### config.mk
export PLATFORM = sky130hd
export DESIGN_NAME = branch_resolve_queue_flat
export DESIGN_NICKNAME = d
export VERILOG_FILES = /design/src/rtl/branch_resolve_queue_pkg.sv /design/src/rtl/branch_resolve_queue_if.sv /design/src/rtl/branch_queue_fifo.sv /design/src/rtl/branch_resolve_queue.sv /design/src/flat_wrapper.sv
export SDC_FILE = /design/constraint.sdc
export NUM_CORES = 1
export LEC_CHECK = 0
export BUFFER_PORTS_ARGS = -buffer_cell sky130_fd_sc_hd__clkbuf_2
export CORE_ASPECT_RATIO = 1.5
export CORE_MARGIN = 2
export CORE_UTILIZATION = 35
export DETAILED_ROUTE_END_ITERATION = 10
export GPL_TIMING_DRIVEN = 0
export PLACE_DENSITY = 0.59
export SLEW_MARGIN = 20
export SYNTH_ARGS = -nofsm -noshare
export SYNTH_HDL_FRONTEND = slang
export SYNTH_HIERARCHICAL = 1
export SYNTH_SLANG_ARGS = --single-unit
### constraint.sdc
create_clock -name clk -period 6.98 [get_ports clk]
set_input_delay 0.698 -clock clk [delete_from_list [all_inputs] [get_ports clk]]
set_output_delay 0.698 -clock clk [all_outputs]
set_load 0.01 [all_outputs]
### src/rtl/branch_resolve_queue_pkg.sv
`default_nettype none
// ============================================================================
// Module  : branch_resolve_queue_pkg
// Brief   : Shared defaults, entry layout and helpers for the branch
//           resolve queue.
// Revision: 1.0 - initial release
// ============================================================================
package branch_resolve_queue_pkg;

    localparam int DEPTH_DEF      = 4;
    localparam int TABLE_BITS_DEF = 5;
    localparam int PC_W           = 32;
    localparam logic [PC_W-1:0] PC_INC = 32'd4;

    // One in-flight branch as recorded at ID.
    typedef struct packed {
        logic [PC_W-1:0] pc;
        logic            pred_taken;
        logic [PC_W-1:0] pred_target;
    } entry_t;

    localparam int ENTRY_W = $bits(entry_t);

    // Statistics counters stick at all-ones instead of wrapping.
    function automatic logic [31:0] sat_inc(input logic [31:0] v);
        return (v == 32'hFFFF_FFFF) ? v : v + 32'd1;
    endfunction

endpackage
`default_nettype wire

### src/rtl/branch_resolve_queue_if.sv
`default_nettype none
// ============================================================================
// Module  : branch_resolve_queue_if
// Brief   : ID push, MEM resolve and fetch/predictor feedback signals.
// Revision: 1.0 - initial release
// ============================================================================
interface branch_resolve_queue_if #(
    parameter int DEPTH      = 4,
    parameter int TABLE_BITS = 5
);
    localparam int OCC_W = $clog2(DEPTH) + 1;

    logic                  id_push;
    logic [31:0]           id_pc;
    logic                  id_pred_taken;
    logic [31:0]           id_pred_target;
    logic                  mem_pop;
    logic                  mem_taken;
    logic [31:0]           mem_target;
    logic                  ext_flush;
    logic                  mispredict;
    logic [31:0]           redirect_pc;
    logic                  upd_valid;
    logic [TABLE_BITS-1:0] upd_index;
    logic                  upd_taken;
    logic [OCC_W-1:0]      occupancy;
    logic                  overflow;
    logic                  underflow;
    logic [31:0]           branch_count;
    logic [31:0]           mispredict_count;

    // Pipeline side: drives branch events, observes feedback.
    modport master (
        output id_push, id_pc, id_pred_taken, id_pred_target,
               mem_pop, mem_taken, mem_target, ext_flush,
        input  mispredict, redirect_pc, upd_valid, upd_index, upd_taken,
               occupancy, overflow, underflow, branch_count, mispredict_count
    );

    // Queue side.
    modport slave (
        input  id_push, id_pc, id_pred_taken, id_pred_target,
               mem_pop, mem_taken, mem_target, ext_flush,
        output mispredict, redirect_pc, upd_valid, upd_index, upd_taken,
               occupancy, overflow, underflow, branch_count, mispredict_count
    );
endinterface
`default_nettype wire

### src/rtl/branch_queue_fifo.sv
`default_nettype none
// ============================================================================
// Module  : branch_queue_fifo
// Brief   : In-order entry storage with wrap-around pointers and a separate
//           occupancy count. Enables are pre-qualified by the caller.
// Revision: 1.0 - initial release
// ============================================================================
module branch_queue_fifo
    import branch_resolve_queue_pkg::*;
#(
    parameter int DEPTH = DEPTH_DEF,
    parameter int OCC_W = $clog2(DEPTH) + 1
) (
    input  wire logic             clk,
    input  wire logic             reset,
    input  wire logic             i_wr_en,
    input  wire entry_t           i_wr_data,
    input  wire logic             i_rd_en,
    input  wire logic             i_clr,
    output entry_t                o_head,
    output logic [OCC_W-1:0]      o_occupancy,
    output logic                  o_full,
    output logic                  o_empty
);
    localparam int PTR_W = $clog2(DEPTH);
    localparam logic [OCC_W-1:0] c_FULL_OCC = OCC_W'(DEPTH);

    entry_t             r_mem [DEPTH];
    logic [PTR_W-1:0]   r_wr_ptr;
    logic [PTR_W-1:0]   r_rd_ptr;
    logic [OCC_W-1:0]   r_occ;

    assign o_head      = r_mem[r_rd_ptr];
    assign o_occupancy = r_occ;
    assign o_full      = (r_occ == c_FULL_OCC);
    assign o_empty     = (r_occ == '0);

    // Entry storage; contents are meaningless while not counted as live.
    always_ff @(posedge clk) begin
        if (i_wr_en) begin
            r_mem[r_wr_ptr] <= i_wr_data;
        end
    end

    // Pointers and occupancy; clear empties the queue and wins over push/pop.
    always_ff @(posedge clk) begin
        if (reset || i_clr) begin
            r_wr_ptr <= '0;
            r_rd_ptr <= '0;
            r_occ    <= '0;
        end else begin
            if (i_wr_en) r_wr_ptr <= r_wr_ptr + PTR_W'(1);
            if (i_rd_en) r_rd_ptr <= r_rd_ptr + PTR_W'(1);
            case ({i_wr_en, i_rd_en})
                2'b10:   r_occ <= r_occ + OCC_W'(1);
                2'b01:   r_occ <= r_occ - OCC_W'(1);
                default: r_occ <= r_occ;
            endcase
        end
    end
endmodule
`default_nettype wire

### src/rtl/branch_resolve_queue.sv
`default_nettype none
// ============================================================================
// Module  : branch_resolve_queue
// Brief   : Tracks ID-stage branch predictions, retires them at MEM, emits a
//           registered redirect and predictor update, keeps statistics.
// Revision: 1.0 - initial release
// ============================================================================
module branch_resolve_queue
    import branch_resolve_queue_pkg::*;
#(
    parameter int DEPTH      = DEPTH_DEF,
    parameter int TABLE_BITS = TABLE_BITS_DEF
) (
    input  wire logic           clk,
    input  wire logic           reset,
    branch_resolve_queue_if.slave bus
);
    localparam int OCC_W = $clog2(DEPTH) + 1;

    entry_t             w_head;
    entry_t             w_wr_data;
    logic [OCC_W-1:0]   w_occ;
    logic               w_full;
    logic               w_empty;
    logic               w_pop_valid;
    logic               w_mis;
    logic               w_clear;
    logic               w_push_ok;
    logic               w_overflow_evt;
    logic               w_underflow_evt;
    logic [31:0]        w_redirect;

    logic                  r_mispredict;
    logic [31:0]           r_redirect_pc;
    logic                  r_upd_valid;
    logic [TABLE_BITS-1:0] r_upd_index;
    logic                  r_upd_taken;
    logic                  r_overflow;
    logic                  r_underflow;
    logic [31:0]           r_branch_count;
    logic [31:0]           r_mispredict_count;

    // Compare head prediction with the MEM outcome; decide queue actions.
    always_comb begin
        w_pop_valid = bus.mem_pop & ~w_empty;
        w_mis = w_pop_valid &
                ((w_head.pred_taken != bus.mem_taken) |
                 (w_head.pred_taken & bus.mem_taken &
                  (w_head.pred_target != bus.mem_target)));
        w_redirect = bus.mem_taken ? bus.mem_target : (w_head.pc + PC_INC);
        // A mispredict or external flush squashes everything, including a
        // same-cycle push, which is younger and therefore never overflows.
        w_clear         = bus.ext_flush | w_mis;
        w_push_ok       = bus.id_push & ~w_clear & (~w_full | w_pop_valid);
        w_overflow_evt  = bus.id_push & ~w_clear & w_full & ~w_pop_valid;
        w_underflow_evt = bus.mem_pop & w_empty;
        w_wr_data.pc          = bus.id_pc;
        w_wr_data.pred_taken  = bus.id_pred_taken;
        w_wr_data.pred_target = bus.id_pred_target;
    end

    branch_queue_fifo #(
        .DEPTH (DEPTH),
        .OCC_W (OCC_W)
    ) u_fifo (
        .clk         (clk),
        .reset       (reset),
        .i_wr_en     (w_push_ok),
        .i_wr_data   (w_wr_data),
        .i_rd_en     (w_pop_valid),
        .i_clr       (w_clear),
        .o_head      (w_head),
        .o_occupancy (w_occ),
        .o_full      (w_full),
        .o_empty     (w_empty)
    );

    // Register retirement results; data fields hold between pops.
    always_ff @(posedge clk) begin
        if (reset) begin
            r_mispredict       <= 1'b0;
            r_redirect_pc      <= '0;
            r_upd_valid        <= 1'b0;
            r_upd_index        <= '0;
            r_upd_taken        <= 1'b0;
            r_overflow         <= 1'b0;
            r_underflow        <= 1'b0;
            r_branch_count     <= '0;
            r_mispredict_count <= '0;
        end else begin
            r_mispredict <= w_mis;
            r_upd_valid  <= w_pop_valid;
            if (w_pop_valid) begin
                r_redirect_pc  <= w_redirect;
                r_upd_index    <= w_head.pc[TABLE_BITS+1:2];
                r_upd_taken    <= bus.mem_taken;
                r_branch_count <= sat_inc(r_branch_count);
            end
            if (w_mis)           r_mispredict_count <= sat_inc(r_mispredict_count);
            if (w_overflow_evt)  r_overflow  <= 1'b1;
            if (w_underflow_evt) r_underflow <= 1'b1;
        end
    end

    assign bus.mispredict       = r_mispredict;
    assign bus.redirect_pc      = r_redirect_pc;
    assign bus.upd_valid        = r_upd_valid;
    assign bus.upd_index        = r_upd_index;
    assign bus.upd_taken        = r_upd_taken;
    assign bus.occupancy        = w_occ;
    assign bus.overflow         = r_overflow;
    assign bus.underflow        = r_underflow;
    assign bus.branch_count     = r_branch_count;
    assign bus.mispredict_count = r_mispredict_count;
endmodule
`default_nettype wire
### src/flat_wrapper.sv
// flat-port wrapper written by rule: the top's interface ports become plain ports
module branch_resolve_queue_flat import branch_resolve_queue_pkg::*;
#(
    parameter int DEPTH      = DEPTH_DEF,
    parameter int TABLE_BITS = TABLE_BITS_DEF
)
  (clk, reset, bus_id_push, bus_id_pc, bus_id_pred_taken, bus_id_pred_target, bus_mem_pop, bus_mem_taken, bus_mem_target, bus_ext_flush, bus_mispredict, bus_redirect_pc, bus_upd_valid, bus_upd_index, bus_upd_taken, bus_occupancy, bus_overflow, bus_underflow, bus_branch_count, bus_mispredict_count);
  branch_resolve_queue_if #(.DEPTH(DEPTH), .TABLE_BITS(TABLE_BITS)) bus_i ();
  input  wire logic clk;
  input  wire logic reset;
  input wire logic [$bits(bus_i.id_push)-1:0] bus_id_push;
  input wire logic [$bits(bus_i.id_pc)-1:0] bus_id_pc;
  input wire logic [$bits(bus_i.id_pred_taken)-1:0] bus_id_pred_taken;
  input wire logic [$bits(bus_i.id_pred_target)-1:0] bus_id_pred_target;
  input wire logic [$bits(bus_i.mem_pop)-1:0] bus_mem_pop;
  input wire logic [$bits(bus_i.mem_taken)-1:0] bus_mem_taken;
  input wire logic [$bits(bus_i.mem_target)-1:0] bus_mem_target;
  input wire logic [$bits(bus_i.ext_flush)-1:0] bus_ext_flush;
  output wire logic [$bits(bus_i.mispredict)-1:0] bus_mispredict;
  output wire logic [$bits(bus_i.redirect_pc)-1:0] bus_redirect_pc;
  output wire logic [$bits(bus_i.upd_valid)-1:0] bus_upd_valid;
  output wire logic [$bits(bus_i.upd_index)-1:0] bus_upd_index;
  output wire logic [$bits(bus_i.upd_taken)-1:0] bus_upd_taken;
  output wire logic [$bits(bus_i.occupancy)-1:0] bus_occupancy;
  output wire logic [$bits(bus_i.overflow)-1:0] bus_overflow;
  output wire logic [$bits(bus_i.underflow)-1:0] bus_underflow;
  output wire logic [$bits(bus_i.branch_count)-1:0] bus_branch_count;
  output wire logic [$bits(bus_i.mispredict_count)-1:0] bus_mispredict_count;
  assign bus_i.id_push = bus_id_push;
  assign bus_i.id_pc = bus_id_pc;
  assign bus_i.id_pred_taken = bus_id_pred_taken;
  assign bus_i.id_pred_target = bus_id_pred_target;
  assign bus_i.mem_pop = bus_mem_pop;
  assign bus_i.mem_taken = bus_mem_taken;
  assign bus_i.mem_target = bus_mem_target;
  assign bus_i.ext_flush = bus_ext_flush;
  assign bus_mispredict = bus_i.mispredict;
  assign bus_redirect_pc = bus_i.redirect_pc;
  assign bus_upd_valid = bus_i.upd_valid;
  assign bus_upd_index = bus_i.upd_index;
  assign bus_upd_taken = bus_i.upd_taken;
  assign bus_occupancy = bus_i.occupancy;
  assign bus_overflow = bus_i.overflow;
  assign bus_underflow = bus_i.underflow;
  assign bus_branch_count = bus_i.branch_count;
  assign bus_mispredict_count = bus_i.mispredict_count;
  branch_resolve_queue #(.DEPTH(DEPTH), .TABLE_BITS(TABLE_BITS)) u_core (.clk(clk), .reset(reset), .bus(bus_i));
endmodule
==> results.py, run 1 <==
metrics = {
    "die": {
        "design.die.area_um2": 46130,
        "start_util_pct": 35.42,
        "ios": 212,
        "core.rowCount": 94,
        "die_w_um": 176.0,
        "core_um2": 43870,
        "die_h_um": 262.1,
    },
    "sta": {
        "rsz0062_at_grt": "false",
        "min_period_ns": 5.088,
        "setup_ws_ns": 1.892,
        "layout_worst_path_cycle_share_pct": 72.90,
        "clock.fmax_mhz": 196.5,
        "hold_ws_ns": 0.3656,
        "slew_viol_final": 0,
        "finalSetupViolCount": 0,
        "hold_viol_final": 0,
        "slew_headroom_pct": 33.16,
        "finClkSkew_ns": 0.01490,
        "tightest_slew_ns": 0.9944,
    },
    "power": {
        "leakage_uw": 0.006241,
        "powerDensity_nw_per_um2": 249.5,
        "vdd_ir_drop_max_mv": 0.1798,
        "power_uw": 4652,
    },
    "detailed_routing": {
        "ant_nets": 0,
        "num_vias": 10190,
        "drc": 0,
        "post_drt_wl_per_cell_um": 21.81,
        "via_per_inst": 5.218,
        "drt_iter0_drc": 771,
        "wirelength_um": 42600,
        "dr.pass1.iters": 5,
    },
    "outcome": {
        "outcome": "complete, no violations",
    },
    "worst_setup_path": {
        "criticalPathCategory": "reg2reg",
        "crit_fanout": 41,
        "reg2reg_slack_ns": 1.89,
        "critPathCaptureType": "flip-flop",
        "crit_required_ns": 7.20,
        "arrival_ns": 5.31,
        "worst_setup_path_start_kind": "flip-flop",
    },
    "synth": {
        "synthTopCellsByArea": "edfxtp_1 50%, dfxtp_1 15%, mux4_2 9.4%, xnor2_1 3.9%, nand2_1 2.4%",
        "ys_seq_area_share_pct": 65.06,
        "synth-simple-area-share_pct": 10.76,
        "synth-compound-area-share_pct": 5.701,
        "yosysTopAreaCell": "edfxtp_1",
        "synth-async-reset-ratio_pct": 0,
        "ys_warn_count": 6,
        "synth-seq-cells": 375,
        "syn_avg_cell_area_um2": 14.23,
        "syn_nets": 1205,
        "synth_top_family_by_area": "simple AND/OR/NAND/NOR gates",
        "syn_inst": 1092,
        "synth-main-ff-cell": "edfxtp_1",
        "synth_edf_count": 260,
        "synth_fa_ha_area_share_pct": 0.8535,
        "synth_top_area_share_pct": 50.25,
        "synth_area_um2": 15540,
        "synthMuxAreaShare_pct": 9.743,
        "ys_types": 60,
        "synth_xor_xnor_area_share_pct": 5.467,
    },
    "clock_network": {
        "post_cts_buffers": 0,
        "ctsHoldBuffers": 0,
        "cts_tree": "done",
        "ctsHtreeMaxLevel": 2,
        "clk_pin_slew_ns": 0.06,
        "cts_resized": 0,
        "cts_root_buf": "clkbuf_16",
        "clockBufferDepth": 3,
        "worstSkewPairLatency_ns": 0.55,
        "cts_buffers": 37,
        "cts.sinks": 375,
    },
    "global_route": {
        "grt_pass1_wl_um": 62660,
        "grt_pass1_vias": 10220,
        "grt_usage_pct": 18.29,
        "overflow": 0,
        "grt_start_max_net_pins": 44,
        "antenna_found_initial": 5,
    },
    "layout": {
        "drive_gt1_share_pct": 27.22,
        "area_delta_synth_final_pct": 19.99,
        "num-nets-final": 1459,
        "post-route-util_pct": 42.50,
        "design_area_um2": 18650,
    },
    "job": {
        "maxCapViolations": 0,
    },
    "placement": {
        "dp_hpwl_um": 31110,
        "dp_worst_setup_slack_ns": 1.659,
        "placed_cell_area_um2": 17440,
        "io_buffers": 211,
        "gp_congestion": 0.8708,
    },
    "min_path": {
        "hold_class": "in2reg",
        "hold_start": "bus_id_pred_target[3]",
    },
}
path summary, 6_finish.rpt:
kind / endpoint / cells after the start
max: u_core/u_fifo/r_mem[2][49] / 10
min: u_core/u_fifo/r_mem[0][3] / 1
min reg2reg: u_core/bus.redirect_pc[16] / 2
max reg2reg: u_core/u_fifo/r_mem[2][49] / 10
kinds of logic after synthesis:
kind of cell | after synthesis
mux | 70
buf+inv | 68
compound gates | 142
simple gates | 330
fa+ha+maj | 10
flops | 375
xor+xnor | 97
through the flow:
stage                     setup TNS (ns)  cells
after floorplan                        0   1092
after global placement           -138.53   1879
after detailed placement               0   1883
after CTS                              0   1950
after global routing                   0   1953
final                                  0   1953
cell usage in the layout (no fill, tap or decap), types with 4 or more instances in the layout:
cell	synthesis	routed
edfxtp_1	260	260
clkbuf_2	0	211
dfxtp_1	115	115
nand2_1	99	99
xnor2_1	70	70
mux4_2	65	65
nor2_1	64	64
a21oi_1	57	57
nand3_1	44	44
clkbuf_16	0	39
clkbuf_1	32	38
o21ai_0	30	30
xor2_1	27	27
nand4_1	26	26
or3_1	18	18
and3_1	17	17
inv_1	15	15
nor3_1	15	15
o211ai_1	15	15
clkinv_1	1	9
or4_1	9	9
ha_1	9	9
a31oi_1	8	8
o31ai_1	7	7
buf_2	7	7
nor4_1	5	5
and2_4	1	5
mux2i_1	5	5
buf_12	5	5
clkbuf_8	0	4
and2_1	8	4
buf_4	4	4
a211oi_1	4	4
buf_16	0	4
metal layers:
metal  GRT usage, %  wire length, um  share of wire [%]  up-vias
li1               -                -                  -     4663
met1          21.65            16740                 39     5128
met2          32.40            21830                 51      314
met3          3.559             2364                5.5       81
met4          7.828             1634                3.8        4
met5              0               25              0.059        -
critical path, cell delays in order, from the launching register on:
cell and delay, ns:
dfxtp_1 0.33, clkbuf_1 0.55, mux4_2 0.45, xnor2_1 0.42, nand4_1 0.21, nor4_1 0.78
a21boi_1 0.47, nor2_1 0.30, o2111a_1 0.39, and2_4 0.51, buf_16 0.30
synth_stat cells (all sizes together), types with 16 or more instances:
| library cell | number |
|---|---|
| xor2 | 27 |
| nor2 | 64 |
| edfxtp | 260 |
| or3 | 18 |
| nand2 | 99 |
| nand3 | 45 |
| o21ai | 31 |
| dfxtp | 115 |
| buf | 20 |
| a21oi | 57 |
| clkbuf | 32 |
| and3 | 19 |
| xnor2 | 70 |
| mux4 | 65 |
| nor3 | 16 |
| nand4 | 26 |
where the power goes:
group,internal [uW],switching [uW],total [uW],leakage (uW)
clock,1140,847,1990,0.000584
combinational,91.5,150,242,0.00237
sequential,2410,12.9,2420,0.00329
flip-flops by register name, indices dropped and copies added, names as in the netlist, named ones only:
register                     count
u_core/u_fifo/r_rd_ptr           2
u_core/bus.upd_taken             1
u_core/u_fifo/r_wr_ptr           2
u_core/bus.mispredict            1
u_core/u_fifo/o_occupancy        3
u_core/bus.upd_valid             1
u_core/bus.upd_index             5
u_core/u_fifo/r_mem            260
u_core/bus.redirect_pc          32
u_core/bus.overflow              1
u_core/bus.underflow             1
u_core/bus.branch_count         32
u_core/bus.mispredict_count     32
area by class of cell:
type,count,area (um2)
antenna,3,7.507
clock buffer,49,1054
tap,576,720.7
clock inverter,18,148.9
multi-input combinational,649,5064
buffer,52,315.3
fill,4058,25220
timing repair buffer,215,1166
inverter,16,60.06
sequential,375,10110
(Power assumes the default switching activity.)
==> run 2: changes to the inputs <==
Settings changed: PLACE_DENSITY 0.59 to 0.61.
Clock period 6.98 ns to 4.2 ns, I/O delays scaled along.
==> run 2 against run 1 <==
  * Sequential power increased by 66%
  * Power increased by 65%
  * Utilization increased by 0.21 points
  * Global-route usage increased by 0.32 points
  * First-iteration DRC count decreased by 4.2%
  * Flip-flop and latch count unchanged
  * Worst setup slack got worse by 1.7 ns
  * Critical endpoint is now u_core/u_fifo/o_occupancy[2]
  * Largest cell class unchanged
==> results.py, run 2 (synthesis results as in run 1) <==
metrics = {
    "die": {
        "die_w_um": 176.0,
        "ios": 212,
        "core.rowCount": 94,
        "core_um2": 43870,
        "start_util_pct": 35.42,
        "design.die.area_um2": 46130,
        "die_h_um": 262.1,
    },
    "worst_setup_path": {
        "arrival_ns": 4.48,
        "crit_required_ns": 4.67,
        "cp_slowest_stage_delay_ns": 0.51,
        "worst_setup_path_start_kind": "flip-flop",
        "crit_buf_inv": 4,
        "crit_chain": "buf_12, buf_12, mux4_2, xnor2_1, nand4_1, nor4_4, a21boi_4, nor2_2, o2111a_2, inv_1, ha_1, inv_1, fa_1, xor2_1, or3_1, a21oi_1",
        "criticalPathCategory": "reg2reg",
        "crit_fanout": 10,
        "cp_slowest_cell": "mux4_2",
        "critPathCaptureType": "flip-flop",
        "path_delay_family": "simple AND/OR/NAND/NOR gates",
    },
    "layout": {
        "top_register": "u_core/u_fifo/r_mem",
        "final_cell_mix": "260 x edfxtp_1, 212 x clkbuf_2, 115 x dfxtp_1, 99 x nand2_1, 69 x xnor2_1",
        "layout_commonest_cell": "edfxtp_1",
        "design_area_um2": 18740,
        "stdcell_count": 1961,
        "drive_gt1_share_pct": 28.20,
        "post-route-util_pct": 42.72,
        "largest_register_ffs": 260,
        "fillCellCount": 3988,
        "area_delta_synth_final_pct": 20.60,
        "num-nets-final": 1468,
    },
    "sta": {
        "clock.fmax_mhz": 249.3,
        "min_period_ns": 4.011,
        "setup_ws_ns": 0.1888,
        "rsz0062_at_grt": "false",
        "tightest_slew_ns": 1.004,
        "hold_viol_final": 0,
        "finClkSkew_ns": 0.01980,
        "slew_headroom_pct": 32.48,
        "slew_viol_final": 0,
        "finalSetupViolCount": 0,
        "layout_worst_path_cycle_share_pct": 95.50,
    },
    "detailed_routing": {
        "wirelength_um": 43640,
        "via_per_inst": 5.160,
        "num_vias": 10118,
        "dr.pass1.iters": 5,
        "drc": 0,
        "post_drt_wl_per_cell_um": 22.26,
        "ant_nets": 0,
        "drt_iter0_drc": 739,
    },
    "clock_network": {
        "cts_buffers": 37,
        "worstSkewPairLatency_ns": 0.56,
        "ctsHtreeMaxLevel": 2,
        "cts.sinks": 375,
        "ctsHoldBuffers": 0,
        "clk_pin_slew_ns": 0.07,
        "cts_root_buf": "clkbuf_16",
        "cts_tree": "done",
        "clockBufferDepth": 3,
    },
    "placement": {
        "placed_cell_area_um2": 17430,
        "dp_worst_setup_slack_ns": -1.176,
        "io_buffers": 211,
        "place_inst": 1883,
        "dp_hpwl_um": 31200,
        "gp_congestion": 0.8725,
    },
    "power": {
        "clkPwrFrac_pct": 42.2,
        "power_uw": 7684,
        "swShare_pct": 22.42,
        "power_frac_seq_pct": 52.4,
        "vdd_ir_drop_max_mv": 0.2977,
        "combPwrFrac_pct": 5.4,
        "power_switching_uw": 1723,
        "leakage_uw": 0.006303,
        "powerDensity_nw_per_um2": 410.0,
        "intPower_uw": 5961,
    },
    "global_route": {
        "grt_pass1_wl_um": 63370,
        "grt_start_max_net_pins": 43,
        "grt_busiest_layer": "met2",
        "grt_use_met1_pct": 20.95,
        "grt_use_met3_pct": 3.718,
        "overflow": 0,
        "grtUsageMet2_pct": 34.56,
        "antenna_found_initial": 4,
        "grt_usage_pct": 18.61,
        "grt_pass1_vias": 10123,
    },
    "outcome": {
        "outcome": "complete, no violations",
    },
    "min_path": {
        "hold_class": "in2reg",
    },
    "job": {
        "maxCapViolations": 0,
    },
}
==> run 2: stage by stage <==
| stage | hold slack, ns | setup TNS [ns] |
|---|---|---|
| finish | 0.08051 | 0 |
| global route | 0.07503 | 0 |
| CTS | 0.05504 | 0 |
| detailed placement | 0.4469 | -262.01 |
| global placement | 0.4422 | -507.06 |
| floorplan | 0.4761 | 0 |
==> run 2: power groups by stage <==
| stage | Sequential (uW) | Combinational (uW) | Clock (uW) |
|---|---|---|---|
| 6_report | 4020 | 415 | 3240 |
| 5_1_grt | 4030 | 446 | 3440 |
| 4_1_cts | 4020 | 420 | 3330 |
| 3_5_place_dp | 4110 | 404 | 0 |
| 3_3_place_gp | 4110 | 390 | 0 |
| 2_1_floorplan | 4110 | 199 | 0 |
==> run 2: worst register-to-register path: cells and delay by family (launching register included) <==
kind,cells,cell delay (ns)
AO/OA/AOI/OAI,3,0.55
multiplexers,1,0.52
flip-flops,1,0.39
XOR/XNOR,2,0.22
AND/OR/NAND/NOR,4,1.37
adder cells (fa/ha/maj),2,0.39
buffers and inverters,4,0.50
==> run 2: worst paths after layout <==
| check | slack (ns) | endpoint | cells past startpoint | startpoint |
|---|---|---|---|---|
| worst max-delay path | 0.19 | u_core/u_fifo/o_occupancy[2] | 16 | flip-flop |
| worst min-delay path | 0.08 | u_core/u_fifo/r_mem[1][53] | 1 | bus_id_pc[20] |
| worst max register to register | 0.19 | u_core/u_fifo/o_occupancy[2] | 16 | flip-flop |
| worst min register to register | 0.45 | u_core/bus.redirect_pc[13] | 2 | u_core/bus.redirect_pc[13] |
==> run 2: layout make-up <==
type / instances / area (um2) / area share, %
Timing Repair Buffer: 220 / 1209 / 6.450
Sequential cell: 375 / 10110 / 53.95
Clock inverter: 18 / 147.6 / 0.7879
Buffer: 52 / 327.8 / 1.749
Antenna cell: 2 / 5.005 / 0.02671
Inverter: 16 / 60.06 / 0.3205
Multi-Input combinational cell: 653 / 5137 / 27.42
Clock buffer: 49 / 1022 / 5.455
Tap cell: 576 / 720.7 / 3.846
==> run 2: metal layers <==
metal,part of all wire [%],wire length [um],up-vias
li1,-,-,4677
met1,38,16610,5044
met2,53,23240,320
met3,5.4,2362,73
met4,3.2,1411,4
met5,0.062,27,-
==> run 2: what timing repair did <==
item	CTS	global route
endpoints found under the setup margin	295	1
gates resized for setup	12	0
pin swaps	7	1
gates cloned	4	0
buffers inserted	5	0
